File: src/rtl/dog_seq_ctrl.sv
// Read-address and strobe sequencer for the two-pass separable DoG filter:
// row-order pass 0, column-order pass 1, per-line pad flush, inter-pass drain.
module dog_seq_ctrl #(
    parameter int IMG_W = 256,
    parameter int PAD   = 6,
    parameter int DRAIN = 8
) (
    input  logic        i_clk,
    input  logic        i_rst_n,
    input  logic        i_start,
    input  logic        i_hold,
    input  logic        i_wr_done,
    output logic        o_rd_en,
    output logic [15:0] o_rd_addr,
    output logic        o_buf_sel,
    output logic        o_flt_valid,
    output logic        o_flt_pad,
    output logic        o_flt_sol,
    output logic        o_busy,
    output logic        o_done
);

    localparam logic [1:0] S_IDLE    = 2'd0;
    localparam logic [1:0] S_ISSUE   = 2'd1;
    localparam logic [1:0] S_DRAIN   = 2'd2;
    localparam logic [1:0] S_WAIT_WR = 2'd3;

    localparam logic [8:0] X_PIX     = 9'(IMG_W);
    localparam logic [8:0] X_LAST    = 9'(IMG_W + PAD - 1);
    localparam logic [7:0] LINE_LAST = 8'(IMG_W - 1);
    localparam int         DW        = (DRAIN > 1) ? $clog2(DRAIN) : 1;
    localparam logic [DW-1:0] D_LAST = DW'(DRAIN - 1);

    logic [1:0]    r_state;
    logic [8:0]    r_x;
    logic [7:0]    r_line;
    logic          r_pass;
    logic [DW-1:0] r_dcnt;
    logic          r_flt_valid;
    logic          r_flt_pad;
    logic          r_flt_sol;
    logic          r_busy;
    logic          r_done;

    logic w_issue;
    logic w_pix;
    logic w_x_end;
    logic w_line_end;
    logic w_rd_en;

    always_comb begin
        w_issue    = (r_state == S_ISSUE) && !i_hold;
        w_pix      = (r_x < X_PIX);
        w_x_end    = (r_x == X_LAST);
        w_line_end = (r_line == LINE_LAST);
        w_rd_en    = w_issue && w_pix;
    end

    // Pass 1 transposes the coordinate pair so the same counters walk columns.
    always_comb begin
        o_rd_addr = '0;
        if (w_rd_en) begin
            o_rd_addr = r_pass ? {r_x[7:0], r_line} : {r_line, r_x[7:0]};
        end
    end

    assign o_rd_en     = w_rd_en;
    assign o_buf_sel   = r_pass;
    assign o_flt_valid = r_flt_valid;
    assign o_flt_pad   = r_flt_pad;
    assign o_flt_sol   = r_flt_sol;
    assign o_busy      = r_busy;
    assign o_done      = r_done;

    always_ff @(posedge i_clk or negedge i_rst_n) begin
        if (!i_rst_n) begin
            r_state     <= S_IDLE;
            r_x         <= '0;
            r_line      <= '0;
            r_pass      <= 1'b0;
            r_dcnt      <= '0;
            r_flt_valid <= 1'b0;
            r_flt_pad   <= 1'b0;
            r_flt_sol   <= 1'b0;
            r_busy      <= 1'b0;
            r_done      <= 1'b0;
        end else begin
            // Strobes trail the issue by one cycle to line up with the buffer read latency.
            r_flt_valid <= w_issue;
            r_flt_pad   <= w_issue && !w_pix;
            r_flt_sol   <= w_issue && (r_x == '0);
            r_done      <= 1'b0;

            case (r_state)
                S_IDLE: begin
                    if (i_start) begin
                        r_state <= S_ISSUE;
                        r_x     <= '0;
                        r_line  <= '0;
                        r_pass  <= 1'b0;
                        r_busy  <= 1'b1;
                    end
                end
                S_ISSUE: begin
                    if (!i_hold) begin
                        if (w_x_end) begin
                            r_x    <= '0;
                            r_line <= w_line_end ? '0 : r_line + 8'd1;
                            if (w_line_end) begin
                                r_state <= r_pass ? S_WAIT_WR : S_DRAIN;
                                r_dcnt  <= '0;
                            end
                        end else begin
                            r_x <= r_x + 9'd1;
                        end
                    end
                end
                S_DRAIN: begin
                    if (r_dcnt == D_LAST) begin
                        r_pass  <= 1'b1;
                        r_x     <= '0;
                        r_line  <= '0;
                        r_state <= S_ISSUE;
                    end else begin
                        r_dcnt <= r_dcnt + 1'b1;
                    end
                end
                S_WAIT_WR: begin
                    if (i_wr_done) begin
                        r_state <= S_IDLE;
                        r_done  <= 1'b1;
                        r_busy  <= 1'b0;
                    end
                end
                default: r_state <= S_IDLE;
            endcase
        end
    end

endmodule
File: config.mk
export PLATFORM = sky130hd
export DESIGN_NAME = dog_seq_ctrl
export DESIGN_NICKNAME = d
export VERILOG_FILES = /design/src/rtl/dog_seq_ctrl.sv
export SDC_FILE = /design/constraint.sdc
export NUM_CORES = 1
export LEC_CHECK = 0
export ABC_AREA = 1
export CORE_ASPECT_RATIO = 1.5
export CORE_UTILIZATION = 30
export CTS_CLUSTER_DIAMETER = 120
export DETAILED_ROUTE_END_ITERATION = 16
export SETUP_SLACK_MARGIN = 0.1
export SYNTH_ARGS = -nofsm -noshare
export SYNTH_HDL_FRONTEND = slang
export SYNTH_SLANG_ARGS = --single-unit
export TNS_END_PERCENT = 1
File: constraint.sdc
create_clock -name i_clk -period 2.2 [get_ports i_clk]
set_input_delay 0.22 -clock i_clk [delete_from_list [all_inputs] [get_ports i_clk]]
set_output_delay 0.22 -clock i_clk [all_outputs]
set_load 0.005 [all_outputs]
# Word level (Yosys, flattened, before mapping)
# Cells that the tools add are included.
[word_totals] regBits=28 inputBits=5 word_cells=79
[classes] n_addsub=3 magnitude_cmp=1 eq_ne=13 mux=34 n_reduce_logical=18
[ops] operator="8-bit two-way mux" n=5
[ops] operator="9-bit two-way mux" n=4
[ops] operator="16-bit two-way mux" n=2
[ops] operator="9-bit case mux with 3 select lines" n=1
[ops] operator="8-bit case mux with 3 select lines" n=1
[ops] operator="2-bit inequality test (second input constant)" n=7
[ops] operator="2-bit two-way mux" n=6
[ops] operator="3-bit two-way mux" n=4
[ops] operator="5-bit AND reduction" n=2
[ops] operator="9-bit by 1-bit adder with 9-bit output (second input constant)" n=1
[ops] operator="9-bit == test (second input constant)" n=1
[ops] operator="9-bit logical NOT" n=1
[ops] operator="9-bit less-than comparator (second input constant)" n=1
[ops] operator="8-bit by 1-bit adder with 8-bit output (second input constant)" n=1
[ops] operator="8-bit == test (second input constant)" n=1
[ops] operator="2-bit case mux with 4 select lines" n=1
[ops] operator="1-bit two-way mux" n=7
[ops] operator="3-bit case mux with 2 select lines" n=1
[ops] operator="3-bit AND reduction" n=2
[ops] operator="6-bit AND reduction" n=1
[ops] operator="2-bit nonzero test" n=3
[ops] operator="2-bit == test (second input constant)" n=2
[ops] operator="1-bit logical AND" n=4
[ops] operator="1-bit case mux with 2 select lines" n=2
[ops] operator="other kinds (7)" n=8

# Logic depth before layout (Yosys ltp)
# Gate-level depths: netlist (run 1).
[depth] word_depth=5 ltp_mapped=10

# Worst setup path after synthesis (run 1)
# No wires, ideal clock.
[synth_path] path_type="register -> register" from="register r_dcnt[0]" to="register r_x[2]" setup_time_ns=0.114 t_arrival_ns=1.477 slack_ns=0.609 stages_incl_launch_ff=11 n_path_buf=1 synth_period_minus_slack_ns=1.591 path_cell_list="dfrtp_1 > ha_1 > ha_1 > inv_1 > o21ai_0 > inv_1 > nor2_4 > nand2_4 > buf_8 > nand3_1 > inv_1"
[synth_between] elab_chain_cells=3
[synth_rtl] element="start, declared" line_no="38" rtl="logic [DW-1:0] r_dcnt;"
[synth_rtl] element="start signal, assigned" line_no="125" rtl="r_dcnt <= r_dcnt + 1'b1;"
[synth_rtl] element="3-bit == test" line_no="119" rtl="if (r_dcnt == D_LAST) begin"
[synth_rtl] element="2-bit inequality test (no source line)"
[synth_rtl] element="4-bit AND reduction (no source line)"
[synth_rtl] element="end signal, assigned" line_no="114" rtl="r_x <= r_x + 9'd1;"
[synth_rtl] element="end, declared" line_no="35" rtl="logic [8:0] r_x;"
# No other way between the ends.
# A chain may end at the register's enable or synchronous reset.

# Worst setup path after layout (run 1)
[layout_path] from="register r_state[1]" to="output port o_rd_addr[1]"
[layout_between] elab_chain_cells=4
[layout_rtl] element="start, declared" line_no="34" rtl="logic [1:0] r_state;"
[layout_rtl] element="start signal, assigned" line_no="110" rtl="r_state <= r_pass ? S_WAIT_WR : S_DRAIN;"
[layout_rtl] element="2-bit by 1-bit == test with 1-bit output" line_no="52" rtl="w_issue = (r_state == S_ISSUE) && !i_hold;"
[layout_rtl] element="1-bit logical AND" line_no="52"
[layout_rtl] element="1-bit logical AND" line_no="56" rtl="w_rd_en = w_issue && w_pix;"
[layout_rtl] element="16-bit two-way mux" line_no="62" rtl="if (w_rd_en) begin"
[layout_rtl] element="end, declared" line_no="14" rtl="output logic [15:0] o_rd_addr,"
# No other way between the ends.

==> flow_metrics.env, run 1 <==
export IMPL_outcome="complete, no violations"
export IMPL_grt_util_met1_pct=19.16
export IMPL_synth_top_family_by_area="simple AND/OR/NAND/NOR gates"
export IMPL_tightest_slew_ps=371.8
export IMPL_cts_max_path_buffers=2
export IMPL_fin_skew_ps=3.259
export IMPL_cp_common_cell="nor2_4"
export IMPL_synth_area_per_cell_um2=7.384
export IMPL_gp_congestion=0.8351
export IMPL_cts_sinks=28
export IMPL_fin_hold_ws_ps=325.9
export IMPL_utilization_pct=39.08
export IMPL_syn_cell_area_um2=1876
export IMPL_route_detailed_drc=0
export IMPL_htree_levels=1
export IMPL_place_area_um2=2225
export IMPL_grt_util_all_layers_pct=15.17
export IMPL_grt_first_pass_wirelength_um=7686
export IMPL_syn_inst=254
export IMPL_synth_ff_latch_count=28
export IMPL_synth_cell_types=26
export IMPL_postRouteAntennaNets=0
export IMPL_place_inst=352
export IMPL_critPathSlowestCell="clkdlybuf4s50_1"
export IMPL_fillers=623
export IMPL_cts_root_buf="clkbuf_8"
export IMPL_path_cells="nor2_4 > nand2_4 > nor2_4 > inv_6 > a211oi_1 > clkdlybuf4s50_1"
export IMPL_yosys_warnings=0
export IMPL_yosys_area_share_simple_pct=33.42
export IMPL_grt_overflow=0
export IMPL_yosys_area_share_adder_pct=4.003
export IMPL_wl_per_cell_um=12.74
export IMPL_yosysTopAreaCellShare_pct=37.36
export IMPL_fmax_mhz=476.6
export IMPL_via_count=1703
export IMPL_io_buffers=27
export IMPL_power_density_nw_per_um2=780.6
export IMPL_grtUsageMet3_pct=1.389
export IMPL_grt_setup_unrepaired="true"
export IMPL_ioPinCount=28
export IMPL_layout_common_cells="74 x nand2_1, 35 x nor2_1, 33 x inv_1"
export IMPL_p_leak_nw=1.092
export IMPL_cpPeakStageDelay_ps=530
export IMPL_drt_wl_total_um=4548
export IMPL_die_area_um2=6579
export IMPL_synth_top_area_cell="dfrtp_1"
export IMPL_critPathArrivalTime_ps=1880
export IMPL_num_antenna_cells=0
export IMPL_busiest_layer="met2"
export IMPL_synthMuxAreaShare_pct=0
export IMPL_grt_pass1_vias=1666
export IMPL_fin_crit_ps=2098
export IMPL_fp_dieW_um=66.56
export IMPL_pre_cts_ws_ps=71.10
export IMPL_mostFrequentLayoutCell="nand2_1"
export IMPL_hold_class="in2async"
export IMPL_finalSetupTns_ps=0
export IMPL_synthToLayoutAreaGrowth_pct=23.22
export IMPL_synthXorXnorAreaFrac_pct=1.401
export IMPL_synth_compound_area_share_pct=14.21
export IMPL_vias_per_cell=4.770
export IMPL_grt_max_degree=29
export IMPL_fin_crit_sh_pct=95.37
export IMPL_antenna_found_initial=0
export IMPL_vdd_drop_max_v=0.0003196
export IMPL_clkTransAtPathRegs_ps=90
export IMPL_power_mw=1.804
export IMPL_worstSetupPathType="reg2out"
export IMPL_hold_viol=0
export IMPL_initial_core_util_pct=31.72
export IMPL_cp_max_fo=17
export IMPL_stdcell_area_um2=2311
export IMPL_finalSetupViolations=0
export IMPL_cp_start_kind="flip-flop"
export IMPL_yosysSeqAreaShare_pct=37.36
export IMPL_grtUsageMet2_pct=25.72
export IMPL_stdcell_count=357
export IMPL_drv_slew=0
export IMPL_fin_ws_ps=101.9
export IMPL_place_hpwl_um=3381
export IMPL_synth_nets=265
export IMPL_relSlewSlack_pct=75.22
export IMPL_synth_area_leaders="dfrtp_1 37%, nand2_1 15%, nor2_1 7.0%"
export IMPL_end_kind="output pin"
export IMPL_worstPathRequired_ps=1980
export IMPL_drive_gt1_share_pct=12.98
export IMPL_core_area_um2=5913
export IMPL_num_rows=34
export IMPL_chipHeight_um=98.84
export IMPL_final_nets=298
export IMPL_max_cap_violations=0
export IMPL_cts_tree="built"
export IMPL_clock_latency_ps=280
export IMPL_drtIter0Drc=37
export IMPL_dr_pass1_iters=4
export IMPL_cts_inserted_buffers=3
-- per-layer routing --
layer	vias to the layer above	wire, um	share of wire, %
li1	879	-	-
met1	788	2029	45
met2	25	2312	51
met3	11	98	2.2
met4	0	108	2.4
met5	-	0	0
-- path summary, 6_finish.rpt --
| kind | from | end | slack [ps] | cells after the start |
|---|---|---|---|---|
| worst max-delay path | r_state[1]$_DFFE_PN0P_ | o_rd_addr[1] | 100 | 6 |
| worst min register to register | r_dcnt[2]$_DFFE_PN0P_ | r_dcnt[2]$_DFFE_PN0P_ | 500 | 2 |
| worst max register to register | r_dcnt[0]$_DFFE_PN0P_ | r_x[5]$_DFFE_PN0P_ | 440 | 11 |
| min in group i_clk | r_dcnt[2]$_DFFE_PN0P_ | r_dcnt[2]$_DFFE_PN0P_ | 500 | 2 |
| max in group asynchronous | i_rst_n | r_state[0]$_DFFE_PN0P_ | 1580 | 2 |
| worst min-delay path | i_rst_n | r_line[2]$_DFFE_PN0P_ | 330 | 2 |
-- critical path, delay by kind of cell, from the launching register on --
family / cells / cell delay [ps]
simple gates: 3 / 340
buf+inv: 2 / 630
flops: 1 / 440
compound gates: 1 / 180
-- kinds of logic after synthesis --
kind of cell             Yosys count
AO/OA/AOI/OAI                     35
adder cells (fa/ha/maj)            6
flip-flops                        28
XOR/XNOR                           3
buffers and inverters             41
AND/OR/NAND/NOR                  141
-- repair_timing --
item                       CTS  global route
resized for setup            4             5
hold buffers                 0             0
setup buffers                2             0
setup endpoints to repair   16            16
-- cell usage after synthesis, drive strengths merged --
cell	number
o21bai	1
nor2	39
nand2	78
nand4	5
a211oi	16
and3	1
dfrtp	28
nand3	17
a21oi	2
nor3	1
a22o	1
buf	4
ha	6
inv	35
o21ai	15
clkbuf	2
xor2	3
-- power by group --
part / internal (mW) / total [mW] / switching, mW
Combinational: 0.311 / 0.866 / 0.555
Sequential: 0.595 / 0.655 / 0.0598
Clock: 0.123 / 0.284 / 0.160
Total: 1.03 / 1.80 / 0.775
-- area by class of cell --
cell class	instances	area, um2	share of cell area (%)
clock buffer	3	41.29	1.787
inverter	35	136.4	5.901
tap	72	90.09	3.898
multi-input combinational	185	1015	43.91
sequential	28	703.2	30.43
timing repair buffer	34	325.3	14.08
-- state kept, by name, summed over array words and instances, names as in the netlist --
signal / count
r_dcnt: 3
r_line: 8
o_done: 1
o_buf_sel: 1
o_flt_valid: 1
o_flt_pad: 1
o_flt_sol: 1
r_x: 9
o_busy: 1
r_state: 2
Power figures use the tool's default switching activity.
==> run 2, diff against run 1 <==
--- a/config.mk
+++ b/config.mk
@@ -8,6 +8,7 @@
 export ABC_AREA = 1
 export CORE_ASPECT_RATIO = 1.5
 export CORE_UTILIZATION = 30
+export CTS_BUF_LIST = sky130_fd_sc_hd__clkbuf_8
 export CTS_CLUSTER_DIAMETER = 120
 export DETAILED_ROUTE_END_ITERATION = 16
 export SETUP_SLACK_MARGIN = 0.1
==> results of run 2 <==
No change in the layout: final DEF, timing and power equal those of run 1.
